$ cat src/rtl/ipsmacge_rxctl_pkg.sv
// Shared receive-control definitions (ipsmacge_rxctl_def): state encodings,
// framer error-bit positions and default sizing.
package ipsmacge_rxctl_pkg;

    localparam int CNT_W_DEF   = 16;
    localparam int DRN_MAX_DEF = 2047;

    localparam int ERR_FCS = 0;
    localparam int ERR_PRM = 1;
    localparam int ERR_RCV = 2;
    localparam int ERR_GAP = 3;

    typedef enum logic [1:0] {
        ST_OFF   = 2'b00,
        ST_WIDLE = 2'b01,
        ST_ON    = 2'b10,
        ST_DRAIN = 2'b11
    } rx_st_e;

    function automatic logic [4:0] idle_inc(input logic [4:0] v);
        return (v == 5'd31) ? v : v + 5'd1;
    endfunction

endpackage

$ cat src/rtl/ipsmacge_satcnt.sv
// Saturating up-counter with synchronous clear; clear beats increment.
module ipsmacge_satcnt #(
    parameter int WIDTH = 16
) (
    input  logic             rxclk,
    input  logic             rst_,
    input  logic             clr,
    input  logic             inc,
    output logic [WIDTH-1:0] cnt
);

    always_ff @(posedge rxclk or negedge rst_) begin
        if (!rst_)
            cnt <= '0;
        else if (clr)
            cnt <= '0;
        else if (inc && cnt != '1)
            cnt <= cnt + WIDTH'(1);
    end

endmodule

$ cat src/rtl/ipsmacge_rxctl.sv
// MAC receive enable/drain controller with frame status counters.
// Counters are built only when IPSMACGE_RXCTL_CNT_EN is defined.
module ipsmacge_rxctl
    import ipsmacge_rxctl_pkg::*;
#(
    parameter int CNT_W   = CNT_W_DEF,
    parameter int DRN_MAX = DRN_MAX_DEF
) (
    input  logic             rxclk,
    input  logic             rst_,
    input  logic             cpu_rxen,
    input  logic [3:0]       cpu_thidle,
    input  logic             cpu_cntclr,
    input  logic             igval,
    input  logic             igdv,
    input  logic             fr_sop,
    input  logic             fr_eop,
    input  logic [3:0]       fr_err,
    output logic             up_rxen,
    output logic             up_act,
    output logic [1:0]       rx_stt,
    output logic             rx_drop,
    output logic [CNT_W-1:0] cnt_good,
    output logic [CNT_W-1:0] cnt_fcs,
    output logic [CNT_W-1:0] cnt_oerr
);

    localparam int              DRN_W   = $clog2(DRN_MAX + 1);
    localparam logic [DRN_W-1:0] DRN_LIM = DRN_W'(DRN_MAX);

    rx_st_e           st;
    logic [4:0]       idle_cnt;
    logic [DRN_W-1:0] drn_cnt;
    logic [DRN_W-1:0] drn_nxt;
    logic             drn_tmo;
    logic             inframe;
    logic             inframe_nxt;

    always_comb begin
        drn_nxt     = drn_cnt + DRN_W'(igval);
        drn_tmo     = (drn_nxt == DRN_LIM);
        inframe_nxt = fr_eop ? 1'b0 : (fr_sop ? 1'b1 : inframe);
    end

    always_ff @(posedge rxclk or negedge rst_) begin
        if (!rst_) begin
            st       <= ST_OFF;
            idle_cnt <= '0;
            drn_cnt  <= '0;
            inframe  <= 1'b0;
        end else begin
            case (st)
                ST_OFF: begin
                    idle_cnt <= '0;
                    drn_cnt  <= '0;
                    inframe  <= 1'b0;
                    if (cpu_rxen)
                        st <= ST_WIDLE;
                end
                ST_WIDLE: begin
                    inframe <= 1'b0;
                    if (!cpu_rxen)
                        st <= ST_OFF;
                    else if (idle_cnt >= {1'b0, cpu_thidle})
                        st <= ST_ON;
                    // Any active rx_dv breaks the run of idle cycles.
                    if (igval)
                        idle_cnt <= igdv ? 5'd0 : idle_inc(idle_cnt);
                end
                ST_ON: begin
                    inframe <= inframe_nxt;
                    if (!cpu_rxen) begin
                        drn_cnt <= '0;
                        if (inframe) begin
                            st <= ST_DRAIN;
                        end else begin
                            st      <= ST_OFF;
                            inframe <= 1'b0;
                        end
                    end
                end
                ST_DRAIN: begin
                    inframe <= inframe_nxt;
                    if (fr_eop) begin
                        st <= ST_OFF;
                    end else if (drn_tmo) begin
                        st      <= ST_OFF;
                        inframe <= 1'b0;
                    end else if (cpu_rxen) begin
                        st      <= ST_ON;
                        drn_cnt <= '0;
                    end else begin
                        drn_cnt <= drn_nxt;
                    end
                end
            endcase
        end
    end

    always_ff @(posedge rxclk or negedge rst_) begin
        if (!rst_)
            rx_drop <= 1'b0;
        else if (cpu_cntclr)
            rx_drop <= 1'b0;
        else if (st == ST_DRAIN && !fr_eop && drn_tmo)
            rx_drop <= 1'b1;
    end

    assign rx_stt  = st;
    assign up_rxen = st[1];
    assign up_act  = st[1];

    logic inc_good;
    logic inc_fcs;
    logic inc_oerr;
    logic cnt_clr;

`ifdef IPSMACGE_RXCTL_CNT_EN
    assign inc_good = st[1] & fr_eop & (fr_err == 4'd0);
    assign inc_fcs  = st[1] & fr_eop & fr_err[ERR_FCS];
    assign inc_oerr = st[1] & fr_eop & (fr_err[ERR_GAP] | fr_err[ERR_RCV] | fr_err[ERR_PRM]);
    assign cnt_clr  = cpu_cntclr;
`else
    // Counters held in clear so they read constant zero.
    logic cnt_unused;
    assign cnt_unused = ^fr_err;
    assign inc_good   = 1'b0;
    assign inc_fcs    = 1'b0;
    assign inc_oerr   = 1'b0;
    assign cnt_clr    = 1'b1;
`endif

    ipsmacge_satcnt #(.WIDTH(CNT_W)) u_cnt_good (
        .rxclk (rxclk),
        .rst_  (rst_),
        .clr   (cnt_clr),
        .inc   (inc_good),
        .cnt   (cnt_good)
    );

    ipsmacge_satcnt #(.WIDTH(CNT_W)) u_cnt_fcs (
        .rxclk (rxclk),
        .rst_  (rst_),
        .clr   (cnt_clr),
        .inc   (inc_fcs),
        .cnt   (cnt_fcs)
    );

    ipsmacge_satcnt #(.WIDTH(CNT_W)) u_cnt_oerr (
        .rxclk (rxclk),
        .rst_  (rst_),
        .clr   (cnt_clr),
        .inc   (inc_oerr),
        .cnt   (cnt_oerr)
    );

endmodule

$ cat config.mk
export PLATFORM = sky130hd
export DESIGN_NAME = ipsmacge_rxctl
export DESIGN_NICKNAME = d
export VERILOG_FILES = /design/src/rtl/ipsmacge_rxctl_pkg.sv /design/src/rtl/ipsmacge_satcnt.sv /design/src/rtl/ipsmacge_rxctl.sv
export SDC_FILE = /design/constraint.sdc
export NUM_CORES = 1
export LEC_CHECK = 0
export CAP_MARGIN = 15
export CORE_AREA = 3 3 69 71
export DETAILED_ROUTE_END_ITERATION = 12
export DIE_AREA = 0 0 72 74
export PLACE_DENSITY_LB_ADDON = 0.12
export SYNTH_ARGS = -nofsm -noshare
export SYNTH_HDL_FRONTEND = slang
export SYNTH_SLANG_ARGS = --single-unit
$ cat constraint.sdc
create_clock -name rxclk -period 3.6 [get_ports rxclk]
set_clock_uncertainty 0.1 [all_clocks]
set_input_delay 0.9 -clock rxclk [delete_from_list [all_inputs] [get_ports rxclk]]
set_output_delay 0.9 -clock rxclk [all_outputs]
set_load 0.02 [all_outputs]
# After elaboration in Yosys (flattened, before gate mapping)
# Cells that the tools add are included.
# op_classes
add_sub_neg	2
magnitude_cmp	1
eq_ne	13
n_mux	27
n_reduce_logical	11
# ops
cell	count
two-way mux 11 bit	4
one-hot mux 11 bit (3 select lines)	1
two-way mux 2 bit	8
two-way mux 5 bit	3
adder 11 x 1 -> 11 bit	1
== test 11 bit, second input constant	1
inequality test 2 bit, second input constant	5
one-hot mux 5 bit (2 select lines)	1
two-way mux 1 bit	8
one-hot mux 2 bit (4 select lines)	1
AND reduction 4 bit	2
inequality test 3 bit, second input constant	2
adder 5 x 1 -> 5 bit, second input constant	1
== test 5 bit, second input constant	1
greater-or-equal comparator 5 x 4 -> 1 bit	1
== test 2 bit, second input constant	2
inequality test 4 bit, second input constant	1
nonzero test 2 bit	2
one-hot mux 1 bit (3 select lines)	1
AND reduction 3 bit	1
nonzero test 3 bit	1
== test 2 x 1 -> 1 bit, second input constant	1
logical AND 1 bit	2
zero test 2 bit	1
other kinds (2)	2
# totals
reg_bits	20
input_bits	16
output_inout_bits	53
wordCells	59

# Longest topological paths before layout
# Gate-level depths: netlist (run 1).
# logic_depth
word_depth	5
mapped_depth	9
depth_no_buf	9

# Modules after synthesis
# From an unflattened synthesis (run 1), not the netlist that was laid out.
# unflattened
hier_cells	460
hier_area_um2	4266.6
# modules_own_cells
module	instances	cells_per_inst	area_per_inst_um2	seq_area_each_um2
ipsmacge_satcnt	3	98	942.2	400.4
ipsmacge_rxctl	1	166	1440.1	500.5

# Least setup slack after synthesis (run 1)
# No wires, ideal clock.
# synth_path
path_kind	input to register
from	in igval
to	reg st[0], in the netlist rx_stt[0]
setup_ps	124
arrival_time_ps	2889
t_required_ps	3376
slack_ps	487
stages	9
n_path_buf	1
path_cell_list	ha_1 > ha_1 > nand3_1 > or4_4 > a221oi_2 > o211a_1 > buf_6 > nor3_4 > a211o_1
# synth_between
elab_chain_len	5
word_cells_on_any_way	7
classes_between	1 x add/sub; 2 x eq/ne; 3 x mux; 1 x reduce/logical
# synth_lines
element	line	source
start: declaration	ipsmacge_rxctl.sv:14	input logic igval,
adder 11 x 1 -> 11 bit *	ipsmacge_rxctl.sv:40	drn_nxt = drn_cnt + DRN_W'(igval);
== test 11 bit *	ipsmacge_rxctl.sv:41	drn_tmo = (drn_nxt == DRN_LIM);
two-way mux 2 bit	ipsmacge_rxctl.sv:86	end else if (drn_tmo) begin
two-way mux 2 bit	ipsmacge_rxctl.sv:84	if (fr_eop) begin
one-hot mux 2 bit (4 select lines)	ipsmacge_rxctl.sv:52	case (st)
end signal: assignment	ipsmacge_rxctl.sv:85	st <= ST_OFF;
end signal: assignment	ipsmacge_rxctl.sv:87	st <= ST_OFF;
end signal: assignment	ipsmacge_rxctl.sv:90	st <= ST_ON;
end: declaration	ipsmacge_rxctl.sv:31	rx_st_e st;
# Mark *: on every way between the ends. The rest lies on a longest branch, timed or not.
# A chain may end at the register's enable or synchronous reset.

# Final worst setup path (run 1)
# layout_path
from	in igval
to	reg drn_cnt[5]
# layout_between
elab_chain_len	5
word_cells_on_any_way	8
classes_between	1 x add/sub; 2 x eq/ne; 4 x mux; 1 x reduce/logical
# layout_lines
element	line	source
adder 11 x 1 -> 11 bit *	ipsmacge_rxctl.sv:40	
branches (longest 4 deep; another with == test 11 bit)	n/a	
end signal: assignment	ipsmacge_rxctl.sv:93	drn_cnt <= drn_nxt;
end: declaration	ipsmacge_rxctl.sv:33	logic [DRN_W-1:0] drn_cnt;
# Every way passes the cells marked *. The select of a mux whose other input is x is not followed.

==> flow_summary.yaml, run 1 <==
status:
  status: "finished, final reports clean"
clocking:
  cts_tree: "yes"
  post_cts_buffers: 0
  cts_buffers: 3
  clk_latency_ns: 0.26
  cts.sinks: 20
  cts_root_buf: "clkbuf_8"
  clk_pin_slew_ns: 0.08
  clockBufferDepth: 2
  cts_max_level: 1
  cts_resized: 0
  cts_hold_buf: 0
synthesis:
  ys_seq_area_share_pct: 26.94
  yosys_warnings: 0
  synth_cell_types: 54
  syn_inst: 217
  avgSynthCellArea_um2: 8.562
  ys_ff_latch: 20
  synth-edff-count: 0
  async_flop_share_pct: 100.0
  syn_area_um2: 1858
  ys.flop_type: "dfrtp_1"
power:
  pwr-share-clk_pct: 30.7
  p_per_area_nw_per_um2: 375.1
  power.share.sequential_pct: 35.3
  leakage_nw: 1.000
  finalPower_mw: 0.7532
  sw_frac_of_total_pct: 36.73
  combinationalPowerShare_pct: 34.0
  vdd_drop_max_mv: 0.1834
  p_sw_mw: 0.2767
  p_int_mw: 0.4766
place:
  place_area_um2: 1937
  place_inst: 289
  gp_congestion: 0.8208
  place_ws_ns: -0.06309
  io_buffers: 16
  dp_hpwl_mm: 2.763
sta:
  setup_viol: 0
  min_period_ns: 3.439
  fin_crit_sh_pct: 95.52
  worst_pin_slew_ns: 0.5480
  max_clock_freq_ghz: 0.2908
  whs_ns: 0.4087
  fin_setup_tns_ns: 0
  rsz0062_at_grt: "false"
  slew_headroom_pct: 63.33
  hold_viol: 0
  maxSlewViolCount: 0
  finalWorstSetupSlack_ns: 0.1615
critical_path:
  reg2reg_slack_ns: 0.92
  critPathArrivalTime_ns: 3.49
  r2r_start: "drn_cnt[0]$_DFFE_PN0P_"
  setup.worst_path.start: "igval"
  required_ns: 3.65
  r2r_end: "drn_cnt[5]$_DFFE_PN0P_"
  critical_path.cell_chain: "clkdlybuf4s50_1 -> ha_1 -> ha_1 -> nand3_1 -> or4_4 -> a221oi_2 -> o211a_1 -> buf_4 -> or4_2 -> nand2_1"
  worst-path-buf-inv: 2
  startpoint_type: "primary input"
  critPathMaxFanout: 7
  max_stage_delay_ns: 0.55
  crit_family: "simple AND/OR/NAND/NOR gates"
  critPathCaptureType: "flop"
  slowest_stage: "or4_4"
  reg2reg_depth: 9
  cpMostUsedCell: "ha_1"
  worst-setup-path-type: "primary input to flop"
floorplan:
  die-width_um: 72
  start_util_pct: 43.27
  rows: 24
  die-area_um2: 5328
  io_pins: 69
  core_area_um2: 4294
  die_h_um: 74
global_route:
  grt_overflow: 0
  antenna_found_initial: 0
  grt_pass1_vias: 1243
  grt_max_degree: 21
  grt_use_total_pct: 13.90
  grt_first_pass_wirelength_mm: 5.899
min_path:
  min_path_cells: 2
  hp-start: "rx_drop$_DFFE_PN0P_"
  hold_end: "rx_drop$_DFFE_PN0P_"
  hold_path_class: "flop to flop"
routing:
  ant_nets: 0
  wl_mm: 3.586
  drt-pass1-iter-count: 4
  vias_per_cell: 4.925
  drt-wirelength-per-cell_um: 12.24
  vias: 1443
  drt-initial-drc-count: 72
  drc: 0
finish:
  final_cells: 293
  n_fill_cell: 420
  area_delta_synth_final_pct: 8.081
  diodes: 0
  ff_latch_area_um2: 500.5
  utilization_pct: 46.77
  final_cell_area_um2: 2008
  nets: 267
  layout-drive-gt1-share_pct: 12.03
  multi_input_area_um2: 1054
flow_run:
  maxCapViolCount: 0
==> final cells by class <==
type | instances | share of cell area, %
Sequential cell | 20 | 24.92
Inverter | 12 | 2.243
Clock inverter | 1 | 1.495
Multi-Input combinational cell | 174 | 52.46
Timing Repair Buffer | 31 | 13.58
Tap cell | 52 | 3.240
Clock buffer | 3 | 2.056
==> per-layer routing <==
metal | vias to the layer above | part of all wire, % | global-route usage, %
met5 | - | 0 | 0
met1 | 663 | 51 | 19.88
li1 | 726 | - | -
met2 | 50 | 43 | 22.24
met4 | 0 | 1.1 | 3.758
met3 | 4 | 4.6 | 1.757
==> power groups by stage <==
stage | registers, mW | clock network [mW] | logic, mW
after detailed placement | 0.270 | 0 | 0.258
after CTS | 0.266 | 0.236 | 0.259
after global routing | 0.272 | 0.249 | 0.285
final | 0.266 | 0.231 | 0.256
after global placement | 0.270 | 0 | 0.257
after floorplan | 0.261 | 0 | 0.248
==> worst register-to-register path: cells and delay by family (launching register included) <==
| kind | cells | cell delay [ns] |
|---|---|---|
| simple gates | 4 | 0.85 |
| flops | 1 | 0.38 |
| fa+ha+maj | 2 | 0.42 |
| compound gates | 2 | 0.62 |
| buf+inv | 1 | 0.20 |
==> kinds of logic (layout without fill, tap and decap cells) <==
logic type | after synthesis | in the layout | share of synthesized area, %
xor gates and xnor gates | 3 | 3 | 1.414
adders and majority gates | 9 | 9 | 6.061
AOI/OAI and AO/OA | 54 | 54 | 21.28
and+or+nand+nor | 60 | 60 | 18.25
DFF | 20 | 20 | 26.94
buffers and inverters | 70 | 47 | 25.86
other | 1 | 48 | 0.2018
==> flip-flops by register name, summed over array words and instances (netlist names) <==
| signal | flops |
|---|---|
| inframe | 1 |
| drn_cnt | 11 |
| idle_cnt | 5 |
| rx_drop | 1 |
| rx_stt | 2 |
==> worst max path at each step <==
stage | cells past startpoint | end | slack [ns]
after floorplan | 9 | rx_stt[0]$_DFFE_PN0P_ | 0.49
after global placement | 10 | drn_cnt[5]$_DFFE_PN0P_ | -0.09
after detailed placement | 10 | drn_cnt[5]$_DFFE_PN0P_ | -0.06
after CTS | 10 | drn_cnt[5]$_DFFE_PN0P_ | 0.19
after global routing | 10 | drn_cnt[6]$_DFFE_PN0P_ | 0.05
final | 10 | drn_cnt[5]$_DFFE_PN0P_ | 0.16
==> cell usage after synthesis, drive strengths merged (2+ instances only) <==
master	n	area share (%)
inv	12	2.4
clkbuf	4	1.3
o41ai	2	0.94
a211oi	2	0.81
buf	54	22
a21o	2	0.81
or2	2	0.67
or3	2	0.67
a211o	3	1.5
nor4bb	2	1.1
nand4	5	2.0
xnor2	2	0.94
o31ai	4	1.6
nor3	7	2.5
a21oi	9	2.4
a31oi	2	0.67
and3	2	0.74
nand3	6	1.6
o211a	2	1.1
or4	4	1.9
ha	9	6.1
dfrtp	20	27
o21ai	16	4.3
nor2	11	2.2
nand2	14	2.8
==> placed cells by master (no fill, tap or decap), types with 3 or more instances in the layout <==
cell type        synthesis  final
nor2_1                  11     11
nand4_1                  4      4
dfrtp_1                 20     20
nand3_1                  6      6
o31ai_1                  4      4
o21ai_0                 15     15
nand2_1                 14     14
clkdlybuf4s50_1          0     16
inv_1                   12     12
nor3_1                   6      6
buf_4                   51     15
ha_1                     9      9
a21oi_1                  9      9
conb_1                   1     48
clkbuf_8                 1      3
Power figures use the tool's default switching activity.
==> run 2: changes to the inputs <==
--- a/config.mk
+++ b/config.mk
@@ -5,10 +5,11 @@
 export SDC_FILE = /design/constraint.sdc
 export NUM_CORES = 1
 export LEC_CHECK = 0
+export ABC_AREA = 1
 export CAP_MARGIN = 15
-export CORE_AREA = 3 3 69 71
+export CORE_AREA = 3 3 73 75
 export DETAILED_ROUTE_END_ITERATION = 12
-export DIE_AREA = 0 0 72 74
+export DIE_AREA = 0 0 76 78
 export PLACE_DENSITY_LB_ADDON = 0.12
 export SYNTH_ARGS = -nofsm -noshare
 export SYNTH_HDL_FRONTEND = slang
==> constraint.sdc (replaced) <==
create_clock -name rxclk -period 3 [get_ports rxclk]
set_clock_uncertainty 0.1 [all_clocks]
set_input_delay 0.75 -clock rxclk [delete_from_list [all_inputs] [get_ports rxclk]]
set_output_delay 0.75 -clock rxclk [all_outputs]
set_load 0.02 [all_outputs]
==> flow_summary.yaml, run 2 <==
clocking:
  cts_root_buf: "clkbuf_8"
  cts_tree: "yes"
  clk_latency_ns: 0.26
  cts_buffers: 3
  cts_hold_buf: 0
  cts_max_level: 1
  clk_pin_slew_ns: 0.08
  clockBufferDepth: 2
  cts.sinks: 20
global_route:
  grt_first_pass_wirelength_mm: 6.444
  grt_pass1_vias: 1519
  grt_max_degree: 21
  grt_use_total_pct: 13.02
  grt_overflow: 0
  antenna_found_initial: 0
synthesis:
  synth-edff-count: 0
  synthTopCellsByArea: "dfrtp_1, buf_4, nand2_1"
  yosysMostFrequentCell: "nand2_1"
  yosys_warnings: 0
  ys.flop_type: "dfrtp_1"
  avgSynthCellArea_um2: 6.870
  yosys-top-cells-count: "nand2_1, buf_4, inv_1"
  ys_seq_area_share_pct: 26.30
  yosysTopAreaCellShare_pct: 26.30
  yosys.area.top_type: "dfrtp_1"
  syn_inst: 277
  ys_ff_latch: 20
  syn_area_um2: 1903
  synth_cell_types: 24
  async_flop_share_pct: 100.0
sta:
  min_period_ns: 2.776
  hold_viol: 0
  fin_setup_tns_ns: 0
  finalWorstSetupSlack_ns: 0.2238
  max_clock_freq_ghz: 0.3602
  maxSlewViolCount: 0
  fin_crit_sh_pct: 92.54
  setup_viol: 0
finish:
  utilization_pct: 44.50
  n_fill_cell: 497
  final_cell_area_um2: 2102
  largest_reg_flops: 11
  area_delta_synth_final_pct: 10.45
  top_register: "drn_cnt"
  layout-drive-gt1-share_pct: 10.93
  nets: 328
  final_cell_mix: "nand2_1, conb_1, inv_1"
  final_common_cell: "nand2_1"
  diodes: 0
routing:
  drt-wirelength-per-cell_um: 9.778
  wl_mm: 3.608
  drt-initial-drc-count: 78
  vias: 1542
  ant_nets: 0
  vias_per_cell: 4.179
  drc: 0
  drt-pass1-iter-count: 4
power:
  leakage_nw: 1.035
  p_per_area_nw_per_um2: 478.6
  vdd_drop_max_mv: 0.2715
  finalPower_mw: 1.006
floorplan:
  io_pins: 69
  rows: 25
  start_util_pct: 40.29
  die_h_um: 78
  core_area_um2: 4723
  die-width_um: 76
  die-area_um2: 5928
min_path:
  hp-start: "rx_drop$_DFFE_PN0P_"
  min_path_cells: 2
  hold_path_class: "flop to flop"
  hold_end: "rx_drop$_DFFE_PN0P_"
critical_path:
  reg2reg_slack_ns: 0.79
  r2r_start: "drn_cnt[0]$_DFFE_PN0P_"
  startpoint_type: "primary input"
  r2r_end: "drn_cnt[2]$_DFFE_PN0P_"
  worst-setup-path-type: "primary input to flop"
  critPathMaxFanout: 12
  required_ns: 3.10
  critPathCaptureType: "flop"
  reg2reg_depth: 13
  critPathArrivalTime_ns: 2.87
place:
  dp_hpwl_mm: 2.864
  place_ws_ns: -0.1016
  gp_congestion: 0.7903
  io_buffers: 16
  place_area_um2: 2022
status:
  status: "finished, final reports clean"
flow_run:
  maxCapViolCount: 0
==> run 2: final cells by class <==
type	count	area, µm²	share of cell area (%)
multi-input cells	217	1064	50.60
repair buffers	28	275.3	13.10
well taps	67	83.83	3.988
flip-flops and latches	20	500.5	23.81
inverters	33	123.9	5.893
clock buffers	4	55.05	2.619
==> run 2: repair_timing <==
action | in CTS | in global routing
gates resized for setup | 0 | 4
setup endpoints to repair | 0 | 13
setup buffers | 0 | 1
==> run 2: how the worst max path moves through the flow <==
| stage | from | end | slack [ns] |
|---|---|---|---|
| 2_1_floorplan | igval | drn_cnt[9]$_DFFE_PN0P_ | 0.59 |
| 3_3_place_gp | igval | drn_cnt[2]$_DFFE_PN0P_ | -0.1 |
| 3_5_place_dp | igval | drn_cnt[0]$_DFFE_PN0P_ | -0.10 |
| 4_1_cts | igval | drn_cnt[0]$_DFFE_PN0P_ | 0.18 |
| 5_1_grt | igval | drn_cnt[3]$_DFFE_PN0P_ | -0.004 |
| 6_report | igval | drn_cnt[2]$_DFFE_PN0P_ | 0.22 |
==> run 2: logic make-up (layout without fill, tap and decap cells) <==
group | Yosys count | count (layout) | synth area share (%)
flip-flops | 20 | 20 | 26.30
adder cells (fa/ha/maj) | 9 | 9 | 5.917
AO/OA/AOI/OAI | 28 | 28 | 10.32
other | 1 | 48 | 0.1970
buffers and inverters | 87 | 65 | 28.01
AND/OR/NAND/NOR | 132 | 132 | 29.26
==> run 2: per-layer routing <==
layer / wire (µm) / global-route usage [%] / vias up
met2: 1777 / 23.67 / 40
met4: 36 / 4.167 / 0
li1: - / - / 821
met5: 0 / 0 / -
met1: 1602 / 15.05 / 676
met3: 192 / 3.132 / 5
==> run 2: where the power goes <==
part | switching, mW | internal, mW | leakage [nW]
clock | 0.0978 | 0.117 | 0.0288
sequential | 0.0292 | 0.292 | 0.276
combinational | 0.290 | 0.180 | 0.730
total | 0.417 | 0.589 | 1.03
==> run 2: metrics by stage <==
stage | hold slack (ns) | instances
3_3_place_gp | 0.4012 | 364
4_1_cts | 0.4236 | 368
3_5_place_dp | 0.4046 | 364
6_report | 0.4178 | 369
2_1_floorplan | 0.3544 | 324
5_1_grt | 0.4647 | 369
==> run 2: worst max-delay path: stages <==
cell	delay [ns]
clkdlybuf4s50_1	0.50
ha_1	0.22
ha_4	0.17
nand3_2	0.10
nor2_4	0.16
nand2_1	0.06
nand2_1	0.07
nand2_1	0.07
nor2_1	0.12
nand3_2	0.12
o21ai_4	0.23
buf_12	0.17
nand2_1	0.06
o21ai_2	0.06
